==> config.mk <==
export PLATFORM = sky130hd
export DESIGN_NAME = cpu_program_loader
export DESIGN_NICKNAME = d
export VERILOG_FILES = /design/src/rtl/cpu_program_loader.sv
export SDC_FILE = /design/constraint.sdc
export NUM_CORES = 1
export LEC_CHECK = 0
export ABC_AREA = 1
export BUFFER_PORTS_ARGS = -buffer_cell sky130_fd_sc_hd__buf_2
export CORE_AREA = 2 2 118 120
export CTS_CLUSTER_DIAMETER = 100
export DETAILED_ROUTE_END_ITERATION = 10
export DIE_AREA = 0 0 120 122
export PLACE_DENSITY_LB_ADDON = 0.15
export SLEW_MARGIN = 30
export SYNTH_ARGS = -nofsm -noshare
export SYNTH_HDL_FRONTEND = slang
export SYNTH_SLANG_ARGS = --single-unit
==> constraint.sdc <==
create_clock -name clk -period 2.6 [get_ports clk]
set_input_delay 0.26 -clock clk [delete_from_list [all_inputs] [get_ports clk]]
set_output_delay 0.26 -clock clk [all_outputs]
set_load 0.01 [all_outputs]
==> src/rtl/cpu_program_loader.sv <==
// Host-side program loader for the 8-bit CPU: holds a program image and streams it
// byte by byte over the CPU programming port, handshaking on ready/done.
module cpu_program_loader #(
    parameter int unsigned RAM_BYTES = 16,
    parameter int unsigned ADDR_W    = 4,
    parameter int unsigned TIMEOUT   = 1023
) (
    input  logic              clk,
    input  logic              rst,
    input  logic              start,
    input  logic              img_we,
    input  logic [ADDR_W-1:0] img_addr,
    input  logic [7:0]        img_data,
    input  logic              ready_in,
    input  logic              done_in,
    output logic              programming,
    output logic [7:0]        prog_data,
    output logic              busy,
    output logic              done,
    output logic              error,
    output logic [ADDR_W:0]   byte_count
);

    localparam int unsigned TmoW = $clog2(TIMEOUT + 1);

    localparam logic [2:0] StIdle       = 3'd0;
    localparam logic [2:0] StArm        = 3'd1;
    localparam logic [2:0] StWaitRdy    = 3'd2;
    localparam logic [2:0] StWaitRdyLow = 3'd3;
    localparam logic [2:0] StWaitDone   = 3'd4;
    localparam logic [2:0] StDone       = 3'd5;
    localparam logic [2:0] StError      = 3'd6;

    logic [7:0]        image_q [RAM_BYTES];
    logic [2:0]        state_q, state_d;
    logic [ADDR_W-1:0] ptr_q, ptr_d, ptr_inc;
    logic [ADDR_W:0]   cnt_q, cnt_d;
    logic [7:0]        prog_q, prog_d;
    logic [TmoW-1:0]   tmo_q, tmo_d;
    logic              wait_st, tmo_hit;

    assign busy        = (state_q == StArm) || wait_st;
    assign programming = busy;
    assign done        = (state_q == StDone);
    assign error       = (state_q == StError);
    assign prog_data   = prog_q;
    assign byte_count  = cnt_q;

    assign wait_st = (state_q == StWaitRdy) || (state_q == StWaitRdyLow) ||
                     (state_q == StWaitDone);
    assign tmo_hit = (tmo_q == TmoW'(TIMEOUT - 1));
    assign ptr_inc = (ptr_q == ADDR_W'(RAM_BYTES - 1)) ? '0 : ptr_q + ADDR_W'(1);

    always_ff @(posedge clk) begin
        if (img_we && !busy) begin
            image_q[img_addr] <= img_data;
        end
    end

    always_comb begin
        state_d = state_q;
        ptr_d   = ptr_q;
        cnt_d   = cnt_q;
        prog_d  = prog_q;
        case (state_q)
            StIdle, StDone, StError: begin
                if (start) begin
                    state_d = StArm;
                    ptr_d   = '0;
                    cnt_d   = '0;
                    // A write landing on this edge must be what the load presents first.
                    prog_d  = (img_we && img_addr == '0) ? img_data : image_q[0];
                end
            end
            StArm: begin
                state_d = done_in ? StError : StWaitRdy;
            end
            StWaitRdy: begin
                if (done_in) begin
                    state_d = StError;
                end else if (ready_in) begin
                    state_d = StWaitRdyLow;
                    ptr_d   = ptr_inc;
                    cnt_d   = cnt_q + (ADDR_W + 1)'(1);
                    prog_d  = image_q[ptr_inc];
                end else if (tmo_hit) begin
                    state_d = StError;
                end
            end
            StWaitRdyLow: begin
                if (done_in) begin
                    state_d = StError;
                end else if (!ready_in) begin
                    state_d = (cnt_q == (ADDR_W + 1)'(RAM_BYTES)) ? StWaitDone : StWaitRdy;
                end else if (tmo_hit) begin
                    state_d = StError;
                end
            end
            StWaitDone: begin
                if (done_in) begin
                    state_d = StDone;
                end else if (tmo_hit) begin
                    state_d = StError;
                end
            end
            default: state_d = StIdle;
        endcase

        // Counter measures time spent in the current wait state only.
        if (state_d != state_q || !wait_st) begin
            tmo_d = '0;
        end else begin
            tmo_d = tmo_q + TmoW'(1);
        end
    end

    always_ff @(posedge clk) begin
        if (rst) begin
            state_q <= StIdle;
            ptr_q   <= '0;
            cnt_q   <= '0;
            prog_q  <= '0;
            tmo_q   <= '0;
        end else begin
            state_q <= state_d;
            ptr_q   <= ptr_d;
            cnt_q   <= cnt_d;
            prog_q  <= prog_d;
            tmo_q   <= tmo_d;
        end
    end

endmodule

Yosys cells after proc, flatten, opt, wreduce, memory -nomap -nowiden
Memories as Yosys holds them, arrays and structs flattened.
Index checks and enable logic that the tools add are counted.

word-level totals
  bits in registers = 30
  memory bits (writable) = 128
  output and inout port bits = 17
  memories kept = 1

operators by class
  $add $sub $neg = 3
  eq/ne operators = 13
  muxes and demuxes = 26
  reductions and logical operators = 14

memory list
  name     depth  width  rd ports  clocked after memory_dff  wr ports  RTL line  RTL
  image_q  16     8      2         0                         1         34        logic [7:0] image_q [RAM_BYTES];

operators by type and width
  operator                                                               number
  8-bit 2-to-1 mux                                                       4
  3-bit 2-to-1 mux                                                       9
  4-bit 2-to-1 mux                                                       4
  8-bit case mux with 2 select lines                                     1
  5-bit 2-to-1 mux                                                       3
  3-bit case mux with 5 select lines                                     1
  10-bit by 1-bit adder with 10-bit output, second input constant        1
  10-bit equality test, second input constant                            1
  5-bit case mux with 2 select lines                                     1
  3-bit equality test, second input constant                             3
  4-bit case mux with 2 select lines                                     1
  3-bit by 2-bit equality test with 1-bit output, second input constant  2
  2-bit inequality test, second input constant                           3
  5-bit by 1-bit adder with 5-bit output, second input constant          1
  5-bit equality test, second input constant                             1
  4-bit by 1-bit adder with 4-bit output, second input constant          1
  4-bit equality test, second input constant                             1
  4-bit zero test                                                        1
  1-bit logical OR                                                       4
  4-bit AND reduction                                                    1
  3-bit by 1-bit equality test with 1-bit output, second input constant  1
  3-bit zero test                                                        1
  3-bit inequality test                                                  1
  3-bit OR reduction                                                     1
  other kinds (5)                                                        8

Longest topological paths before layout
Gate-level depths: netlist (run 1).

  depth in word-level cells = 8
  gate-level depth with buffers = 13
  gate-level depth less buffers = 12

Worst setup path after synthesis (run 1)
OpenSTA, ideal clock, no wires.

  path type = register to register
  start = register state_q[2]
  end = memory image_q[12][0] (enable)
  setup time = 383 ps
  arrival = 1481 ps
  required time = 2217 ps
  path slack = 736 ps
  cell stages (with the launch flop) = 6
  path buffers = 0
  clock period less this slack = 1864 ps
  cells stage by stage = dfxtp_1 -> inv_2 -> nor3_1 -> a21oi_1 -> nand3_1 -> nor3_1

between the ends
  cells in the longest elaborated chain, start to end = 8
  elaborated cells between the ends (all ways) = 11
  those cells by class = eq/ne (4); mux (2); reduce/logical (5)

RTL lines
  element                                         RTL line  RTL
  from (decl)                                     35        logic [2:0] state_q, state_d;
  from (signal assigned)                          119       state_q <= StIdle;
  from (signal assigned)                          125       state_q <= state_d;
  3-bit by 2-bit equality test with 1-bit output  49        assign wait_st = (state_q == StWaitRdy) || (state_q == StWaitRdyLow) ||
  1-bit logical OR (2 in a row)                   49
  1-bit logical OR (*)                            42        assign busy = (state_q == StArm) || wait_st;
  1-bit zero test (*)                             55        if (img_we && !busy) begin
  1-bit logical AND (*)                           55
  1-bit 2-to-1 mux (*)                            55
  1-bit 2-to-1 mux (not written as such) (*)      56        image_q[img_addr] <= img_data;
  to (decl)                                       34

Mark *: on every way between the ends. The rest lies on a longest branch, timed or not.

Final worst setup path (run 1)
  start = register ptr_q[0]
  end = register prog_q[7], in the netlist prog_data[7]

between the ends
  cells in the longest elaborated chain, start to end = 6
  elaborated cells between the ends (all ways) = 7
  those cells by class = add/sub (1); eq/ne (1); mux (4); memory (1)

RTL lines
  element                                                                        RTL line  RTL
  from (decl)                                                                    36        logic [ADDR_W-1:0] ptr_q, ptr_d, ptr_inc;
  from (signal assigned)                                                         126       ptr_q <= ptr_d;
  4-bit by 1-bit adder with 4-bit output or 4-bit equality test (tied branches)  52        assign ptr_inc = (ptr_q == ADDR_W'(RAM_BYTES - 1)) ? '0 : ptr_q + ADDR_W'(1);
  4-bit 2-to-1 mux (*)                                                           52
  memory read 16 x 8 bit (*)                                                     --
  8-bit 2-to-1 mux (*)                                                           81        end else if (ready_in) begin
  8-bit 2-to-1 mux (*)                                                           79        if (done_in) begin
  8-bit case mux with 2 select lines (*)                                         65        case (state_q)
  to (signal assigned)                                                           128       prog_q <= prog_d;
  to (decl)                                                                      38        logic [7:0] prog_q, prog_d;

Mark *: on every way between the ends. The rest lies on a longest branch, timed or not. The select of a mux whose other input is x is not followed.
A chain may end at the register's enable or synchronous reset.

==> flow_metrics.py, run 1 <==
metrics = {
    "run_status": {
        "outcome": "complete, no violations",
    },
    "grt": {
        "grt_use_met3_pct": 5.48,
        "antenna_found_initial": 0,
        "grt_most_used_layer": "met2",
        "use_met2_pct": 38.6,
        "grt_usage_pct": 23.7,
        "grt_max_degree": 48,
        "gr-total-overflow": 0,
        "first_global_vias": 5095,
        "grt_pass1_wl_mm": 26.1,
        "met1_usage_pct": 31.4,
    },
    "synth": {
        "synth_seq_cells": 158,
        "yosysSeqAreaShare_pct": 61.4,
        "netlist-cell-type-count": 37,
        "synth_edf_count": 128,
        "synth_area_leaders": "edfxtp_1, dfxtp_1, nand2_1",
        "yosys_warnings": 0,
        "synthFlopType": "edfxtp_1",
        "synthCells": 733,
        "synthMostInstantiatedCell": "nand2_1",
        "synth_area_um2": 7240,
        "synth_top_cell_area_share_pct": 53.1,
        "syn_avg_cell_area_um2": 9.88,
        "async_reset_ff_share_pct": 0,
        "mappedNetlistNets": 756,
        "synth_common_cells": "nand2_1, edfxtp_1, inv_1",
        "yosys.area.top_type": "edfxtp_1",
    },
    "clock_tree": {
        "clk_latency_ns": 0.42,
        "cts_tree": "yes",
        "cts-buffers-inserted": 17,
        "postCtsSetupBuffers": 0,
        "h-tree-depth": 4,
        "clock_path_buffers": 2,
        "holdBufCountCts": 0,
        "cts_resized": 0,
        "clkSlewWorstSetupHoldPaths_ns": 0.06,
        "cts-root-buf": "clkbuf_16",
        "clock-sinks": 158,
    },
    "sta": {
        "setup_viol": 0,
        "finalCriticalPeriod_ns": 2.08,
        "slew_headroom_pct": 46.5,
        "setup_tns_ns": 0,
        "period_share_pct": 79.9,
        "max_freq_mhz": 481,
        "worst_slew_pin_slew_ns": 0.802,
        "slew_viol_final": 0,
        "rsz0062_at_grt": "no",
        "hold_viol_final": 0,
        "finClkSkew_ns": 0.00640,
    },
    "layout": {
        "layout-drive-gt1-share_pct": 13.8,
        "final_cells": 976,
        "utilization_pct": 61.1,
        "seq_area_um2": 4440,
        "syn_to_final_growth_pct": 13.9,
        "multi_input_area_um2": 2200,
        "nFillCells": 1117,
        "antenna_cells": 0,
        "fin_nets": 806,
    },
    "pwr": {
        "p_per_area_nw_per_um2": 912,
        "total_power_mw": 7.53,
        "p_leak_nw": 3.32,
        "ir_worst_vdd_uv": 491,
    },
    "run": {
        "drv_cap": 0,
    },
    "die": {
        "die_y_um": 122,
        "start_util_pct": 53.6,
        "die_w_um": 120,
        "pin_count": 35,
        "rows": 43,
        "core_area_um2": 13500,
        "dieArea_um2": 14600,
    },
    "placement": {
        "gp_congestion": 0.952,
        "dp_hpwl_mm": 10.8,
        "io_buffers": 34,
        "post-place-cells": 944,
    },
    "critical_path": {
        "crit_type": "flop to flop",
        "crit_arrival_ns": 2.40,
        "required_ns": 2.92,
        "end_kind": "flop",
        "rrSetupSlack_ns": 0.52,
        "path_max_fanout": 47,
        "start_kind": "flop",
    },
    "route": {
        "dr.pass1.iters": 5,
        "final_antenna_net_count": 0,
        "drt-total-wl_mm": 16.2,
        "vias": 5257,
        "drc": 0,
        "routedWlPerCell_um": 16.6,
        "viasPerCell": 5.39,
        "first_iter_violations": 416,
    },
    "worst_hold_path": {
        "worstHoldPathType": "primary input to flop",
    },
}
==> layer usage <==
metal  vias up  routed length [µm]
met2       174                7850
met1      2485                7200
met5         -                   0
met4         0                 233
met3        17                 936
li1       2581                   -
==> kinds of logic (layout without fill, tap and decap cells) <==
group | count (synthesis) | in the layout | synth area share, %
DFF | 158 | 158 | 61.4
buffers and inverters | 136 | 199 | 8.33
and+or+nand+nor | 306 | 306 | 19.8
xor gates and xnor gates | 8 | 8 | 0.967
adders and majority gates | 5 | 5 | 0.864
AOI/OAI and AO/OA | 120 | 120 | 8.71
==> path summary, 6_finish.rpt <==
kind         startpoint  cells after the start       endpoint
max            ptr_q[0]                     13   prog_data[7]
min               start                      4  byte_count[2]
max reg2reg    ptr_q[0]                     13   prog_data[7]
min reg2reg    tmo_q[0]                      1       tmo_q[0]
==> registers in the layout (all words and copies together) (netlist names) <==
register,cells
state_q,3
prog_data,8
tmo_q,10
byte_count,5
ptr_q,4
image_q,128
==> through the flow <==
| step | worst slack, ns | area [µm²] | hold slack, ns |
|---|---|---|---|
| after floorplan | 0.736 | 7240 | 0.359 |
| after global placement | 0.599 | 7660 | 0.470 |
| after detailed placement | 0.549 | 7660 | 0.486 |
| after CTS | 0.539 | 8250 | 0.177 |
| after global routing | 0.325 | 8250 | 0.185 |
| final | 0.523 | 8250 | 0.185 |
==> report_power, final <==
group / switching [mW] / internal, mW / leakage, nW
Combinational: 1.45 / 0.675 / 1.63
Sequential: 0.108 / 2.89 / 1.40
Clock: 0.963 / 1.44 / 0.289
Total: 2.52 / 5.00 / 3.32
==> layout by cell type, fill, tap and decap left out, drive strengths merged <==
cell type / Yosys / routed
nand2: 133 / 133
edfxtp: 128 / 128
inv: 103 / 106
nand3: 84 / 84
buf: 22 / 61
a21oi: 59 / 59
o21ai: 52 / 52
nor2: 50 / 50
dfxtp: 30 / 30
clkbuf: 8 / 24
nor3: 16 / 16
nand3b: 16 / 16
nand4: 7 / 7
clkinv: 3 / 6
ha: 5 / 5
xor2: 4 / 4
xnor2: 4 / 4
a211oi: 3 / 3
o211ai: 3 / 3
clkinvlp: 0 / 2
o21bai: 1 / 1
a21boi: 1 / 1
o21a: 1 / 1
==> area by class of cell <==
class,instances,share of cell area (%)
Inverter,106,4.87
Sequential cell,158,53.9
Clock inverter,8,0.592
Multi-Input combinational cell,439,26.6
Tap cell,180,2.73
Clock buffer,24,6.49
Timing Repair Buffer,61,4.82
==> worst max-delay path, stage by stage (launching register included) <==
cell     delay (ns)
dfxtp_1        0.39
ha_1           0.26
nand3_4        0.10
nand2_4        0.23
buf_12         0.24
a21oi_1        0.09
o21ai_0        0.09
nand2_1        0.08
nand2_1        0.06
nand2_1        0.07
nand2_1        0.08
nand3_1        0.12
nand2_1        0.08
inv_1          0.04
Note: power is estimated with default switching activity, not from simulation.
==> run 2, diff against run 1 <==
--- a/config.mk
+++ b/config.mk
@@ -5,12 +5,12 @@
 export SDC_FILE = /design/constraint.sdc
 export NUM_CORES = 1
 export LEC_CHECK = 0
-export ABC_AREA = 1
+export ABC_AREA = 0
 export BUFFER_PORTS_ARGS = -buffer_cell sky130_fd_sc_hd__buf_2
-export CORE_AREA = 2 2 118 120
+export CORE_AREA = 2 2 116 118
 export CTS_CLUSTER_DIAMETER = 100
 export DETAILED_ROUTE_END_ITERATION = 10
-export DIE_AREA = 0 0 120 122
+export DIE_AREA = 0 0 118 120
 export PLACE_DENSITY_LB_ADDON = 0.15
 export SLEW_MARGIN = 30
 export SYNTH_ARGS = -nofsm -noshare
==> constraint.sdc (replaced) <==
create_clock -name clk -period 2.1 [get_ports clk]
set_input_delay 0.21 -clock clk [delete_from_list [all_inputs] [get_ports clk]]
set_output_delay 0.21 -clock clk [all_outputs]
set_load 0.01 [all_outputs]
==> flow_metrics.py, run 2 <==
metrics = {
    "sta": {
        "setup_viol": 9,
        "hold_viol_final": 0,
        "worst_slack_ns": -0.0365,
        "period_share_pct": 102,
        "finClkSkew_ns": 0.0112,
        "slew_headroom_pct": 47.6,
        "rsz0062_at_grt": "yes",
        "finalCriticalPeriod_ns": 2.14,
        "max_freq_mhz": 468,
        "worst_slew_pin_slew_ns": 0.783,
        "slew_viol_final": 0,
    },
    "grt": {
        "first_global_vias": 4273,
        "grt_max_degree": 19,
        "grt_usage_pct": 22.7,
        "gr-total-overflow": 0,
        "grt_pass1_wl_mm": 23.7,
        "antenna_found_initial": 0,
    },
    "synth": {
        "synth_area_um2": 6920,
        "synth-compound-area-share_pct": 8.15,
        "netlist-cell-type-count": 70,
        "synthMostInstantiatedCell": "edfxtp_1",
        "yosys.area_share.adder_pct": 0.904,
        "mappedNetlistNets": 475,
        "synth_top_family_by_area": "multiplexers",
        "synthCells": 452,
        "yosys_warnings": 0,
        "syn_avg_cell_area_um2": 15.3,
        "yosysSeqAreaShare_pct": 64.2,
        "synthFlopType": "edfxtp_1",
        "synth_area_leaders": "edfxtp_1, dfxtp_1, mux4_2",
        "synthSimpleGateAreaFrac_pct": 9.65,
        "synthXorXnorAreaFrac_pct": 2.17,
        "synth_common_cells": "edfxtp_1, nor2_1, dfxtp_1",
        "async_reset_ff_share_pct": 0,
        "yosys-mux-area-fraction_pct": 12.2,
        "synth_top_cell_area_share_pct": 55.5,
        "yosys.area.top_type": "edfxtp_1",
        "synth_edf_count": 128,
        "synth_seq_cells": 158,
    },
    "layout": {
        "antenna_cells": 0,
        "regMostFlops": "image_q",
        "fin_nets": 562,
        "layout-drive-gt1-share_pct": 38.2,
        "largest_register_ffs": 128,
        "layout_commonest_cell": "edfxtp_1",
        "stdcell_area_um2": 8560,
        "syn_to_final_growth_pct": 23.7,
        "final_cell_mix": "edfxtp_1, buf_4, buf_2",
    },
    "critical_path": {
        "required_ns": 2.41,
        "crit_arrival_ns": 2.44,
        "path_max_fanout": 5,
        "end_kind": "flop",
        "rr_worst_depth": 8,
        "crit_type": "flop to flop",
        "start_kind": "flop",
    },
    "clock_tree": {
        "h-tree-depth": 4,
        "clk_latency_ns": 0.42,
        "clock_path_buffers": 2,
        "clkSlewWorstSetupHoldPaths_ns": 0.06,
        "cts-root-buf": "clkbuf_16",
        "cts-buffers-inserted": 17,
        "holdBufCountCts": 0,
        "clock-sinks": 158,
        "cts_tree": "yes",
    },
    "run_status": {
        "violations": "negative setup slack",
        "outcome": "finished with violations",
    },
    "worst_hold_path": {
        "hold_depth": 2,
        "worstHoldPathType": "primary input to flop",
    },
    "route": {
        "viasPerCell": 5.96,
        "drc": 0,
        "first_iter_violations": 467,
        "final_antenna_net_count": 0,
        "drt-total-wl_mm": 15.9,
        "dr.pass1.iters": 4,
        "routedWlPerCell_um": 21.8,
        "vias": 4338,
    },
    "placement": {
        "io_buffers": 34,
        "place_area_um2": 7640,
        "dp_hpwl_mm": 10.9,
        "gp_congestion": 0.866,
    },
    "pwr": {
        "total_power_mw": 8.37,
        "ir_worst_vdd_uv": 734,
        "p_leak_nw": 2.90,
        "p_per_area_nw_per_um2": 978,
    },
    "die": {
        "core_area_um2": 13000,
        "rows": 42,
        "pin_count": 35,
        "dieArea_um2": 14200,
        "die_y_um": 120,
        "start_util_pct": 53.3,
        "die_w_um": 118,
    },
    "run": {
        "drv_cap": 0,
    },
}
run 2: critical path: stages, from the launching register on:
cell and delay (ns):
dfxtp_2 0.32, inv_2 0.07, ha_4 0.11, or4bb_4 0.49, o41ai_4 0.44, a2111oi_2 0.13, o32ai_2 0.18, buf_4 0.22
nor4_1 0.06
run 2: cell type report:
cell class,count,area [µm²]
Timing Repair Buffer,93,749
Tap cell,176,220
Multi-Input combinational cell,262,2510
Clock inverter,14,174
Fill cell,931,4420
Inverter,7,26.3
Clock buffer,18,429
Sequential cell,158,4450
run 2: cell families (layout without fill, tap and decap cells):
logic type	Yosys count	after routing
DFF	158	158
AOI/OAI and AO/OA	70	70
adders and majority gates	5	5
buffers and inverters	32	132
and+or+nand+nor	121	121
xor gates and xnor gates	15	15
muxes	51	51
run 2: final timing paths:
path                                    start            end  slack [ns]
worst max register to register  byte_count[0]       tmo_q[8]       -0.04
worst max-delay path            byte_count[0]       tmo_q[8]       -0.04
worst min register to register   prog_data[2]   prog_data[2]        0.50
worst min-delay path                      rst  byte_count[1]        0.09
run 2: stage by stage:
step / hold slack [ns] / util [%] / setup TNS [ns] / worst slack [ns] / cells
4_1_cts: 0.0944 / 64.5 / -0.0279 / -0.0181 / 718
3_3_place_gp: 0.485 / 58.9 / -1.01 / -0.183 / 684
5_1_grt: 0.106 / 65.9 / -1.41 / -0.0699 / 728
3_5_place_dp: 0.493 / 58.9 / -3.73 / -0.201 / 684
6_report: 0.0918 / 65.9 / -0.147 / -0.0365 / 728
2_1_floorplan: 0.309 / - / -9.84 / -0.0961 / 452
run 2: metal layers:
| metal | global-route usage, % | share of wire, % |
|---|---|---|
| met5 | 0 | 0 |
| met4 | 8.06 | 1.5 |
| met3 | 4.56 | 4.9 |
| met2 | 39.0 | 52 |
| met1 | 28.9 | 41 |
run 2: what timing repair did:
item / 4_1_cts / 5_1_grt
endpoints found under the setup margin: 65 / 96
buffers inserted: 2 / 9
cloned: 0 / 1
resized for setup: 19 / 29
pin swaps: 1 / 7
run 2: report_power, final:
part           internal (mW)  leakage, nW  switching (mW)
clock network           1.97        0.294            1.17
logic                  0.748         1.21           0.926
registers               3.51         1.40          0.0510
==> run 3, diff against run 2 <==
--- a/config.mk
+++ b/config.mk
@@ -5,12 +5,12 @@
 export SDC_FILE = /design/constraint.sdc
 export NUM_CORES = 1
 export LEC_CHECK = 0
-export ABC_AREA = 0
+export ABC_AREA = 1
 export BUFFER_PORTS_ARGS = -buffer_cell sky130_fd_sc_hd__buf_2
-export CORE_AREA = 2 2 116 118
+export CORE_AREA = 2 2 118 120
 export CTS_CLUSTER_DIAMETER = 100
 export DETAILED_ROUTE_END_ITERATION = 10
-export DIE_AREA = 0 0 118 120
+export DIE_AREA = 0 0 120 122
 export PLACE_DENSITY_LB_ADDON = 0.15
 export SLEW_MARGIN = 30
 export SYNTH_ARGS = -nofsm -noshare
==> flow_metrics.py, run 3 (same netlist as run 1, synthesis figures left out) <==
metrics = {
    "sta": {
        "hold_viol_final": 0,
        "setup_tns_ns": 0,
        "rsz0062_at_grt": "no",
        "setup_viol": 0,
        "period_share_pct": 92.6,
        "slew_headroom_pct": 75.0,
        "finalCriticalPeriod_ns": 1.94,
        "worst_slew_pin_slew_ns": 0.372,
        "finClkSkew_ns": 0.00764,
        "slew_viol_final": 0,
        "max_freq_mhz": 515,
    },
    "die": {
        "die_w_um": 120,
        "pin_count": 35,
        "start_util_pct": 53.6,
        "dieArea_um2": 14600,
        "core_area_um2": 13500,
        "die_y_um": 122,
        "rows": 43,
    },
    "clock_tree": {
        "clock-sinks": 158,
        "clkSlewWorstSetupHoldPaths_ns": 0.06,
        "cts-buffers-inserted": 17,
        "h-tree-depth": 4,
        "cts_tree": "yes",
        "clk_latency_ns": 0.43,
        "clock_path_buffers": 2,
        "cts-root-buf": "clkbuf_16",
    },
    "layout": {
        "layout_commonest_cell": "nand2_1",
        "stdcell_area_um2": 8400,
        "syn_to_final_growth_pct": 15.9,
        "largest_register_ffs": 128,
        "antenna_cells": 0,
        "final_cell_mix": "nand2_1, edfxtp_1, inv_1",
        "regMostFlops": "image_q",
        "layout-drive-gt1-share_pct": 15.8,
        "fin_nets": 821,
    },
    "critical_path": {
        "crit_type": "flop to flop",
        "end_kind": "flop",
        "required_ns": 2.43,
        "critPathCapture": "prog_data[1]",
        "crit_arrival_ns": 2.27,
        "r2r_start": "ptr_q[0]",
        "start_kind": "flop",
        "rrSetupSlack_ns": 0.16,
        "r2r-end": "prog_data[1]",
        "startpoint": "ptr_q[0]",
        "path_max_fanout": 28,
        "rr_worst_depth": 11,
    },
    "pwr": {
        "ir_worst_vdd_uv": 583,
        "p_leak_nw": 3.38,
        "p_per_area_nw_per_um2": 1140,
    },
    "grt": {
        "grt_usage_pct": 26.2,
        "gr-total-overflow": 0,
        "grt_pass1_wl_mm": 28.3,
        "first_global_vias": 5191,
        "antenna_found_initial": 0,
        "grt_max_degree": 46,
    },
    "route": {
        "vias": 5339,
        "drt-total-wl_mm": 18.0,
        "routedWlPerCell_um": 18.1,
        "drc": 0,
        "first_iter_violations": 478,
        "dr.pass1.iters": 5,
        "viasPerCell": 5.39,
        "final_antenna_net_count": 0,
    },
    "placement": {
        "dp_hpwl_mm": 12.2,
        "gp_congestion": 0.885,
        "place_area_um2": 7790,
        "io_buffers": 34,
    },
    "worst_hold_path": {
        "worstHoldPathType": "primary input to flop",
        "hp-start": "img_data[0]",
    },
    "run": {
        "drv_cap": 0,
    },
    "run_status": {
        "outcome": "complete, no violations",
    },
}
==> run 3: stage by stage <==
stage / instances / utilization (%) / setup WS, ns / hold slack [ns] / total power, mW
floorplan: 733 / - / 0.236 / 0.309 / 5.77
global placement: 958 / 57.7 / 0.188 / 0.450 / 6.55
detailed placement: 958 / 57.7 / 0.146 / 0.459 / 6.59
CTS: 990 / 62.0 / 0.114 / 0.0477 / 9.60
global route: 991 / 62.2 / 0.00521 / 0.0539 / 10.2
finish: 991 / 62.2 / 0.156 / 0.0586 / 9.61
==> run 3: layout make-up <==
cell class | count | area (µm²)
clock buffers | 17 | 425
clock inverters | 15 | 156
fillers | 1126 | 5110
inverters | 106 | 405
multi-input cells | 439 | 2200
flip-flops and latches | 158 | 4450
well taps | 180 | 225
repair buffers | 76 | 539
==> run 3: metal layers <==
metal | GRT usage (%) | wire length [µm] | vias up
met1 | 34.5 | 7830 | 2555
li1 | - | - | 2615
met3 | 4.78 | 1030 | 19
met5 | 0 | 0 | -
met2 | 44.7 | 8850 | 150
met4 | 7.72 | 265 | 0
==> run 3: worst min-delay path by stage <==
stage | cells after the start | to
after floorplan | 0 | image_q[0][0]
after detailed placement | 2 | prog_data[3]
after CTS | 1 | image_q[1][0]
after global routing | 1 | image_q[1][0]
after global placement | 2 | prog_data[2]
final | 1 | image_q[1][0]
==> run 3: worst max-delay path, cell delays in order (launching register included) <==
cell     delay [ns]
dfxtp_1        0.39
ha_1           0.26
nand3_4        0.10
nand2_4        0.16
buf_12         0.19
a21oi_1        0.08
o21ai_0        0.09
nand3_1        0.16
nand3_1        0.19
nand3_1        0.12
nand2_1        0.07
inv_1          0.03
==> run 3: repair_timing <==
item / in CTS / in global routing
resized for setup: 0 / 4
buffers inserted: 0 / 1
hold buffers: 0 / 0
endpoints found under the setup margin: 0 / 40
==> run 3: power breakdown <==
| group | switching (mW) | leakage (nW) | internal [mW] |
|---|---|---|---|
| Clock | 1.26 | 0.278 | 1.76 |
| Combinational | 1.90 | 1.71 | 0.988 |
| Sequential | 0.121 | 1.40 | 3.58 |
| Total | 3.28 | 3.38 | 6.33 |
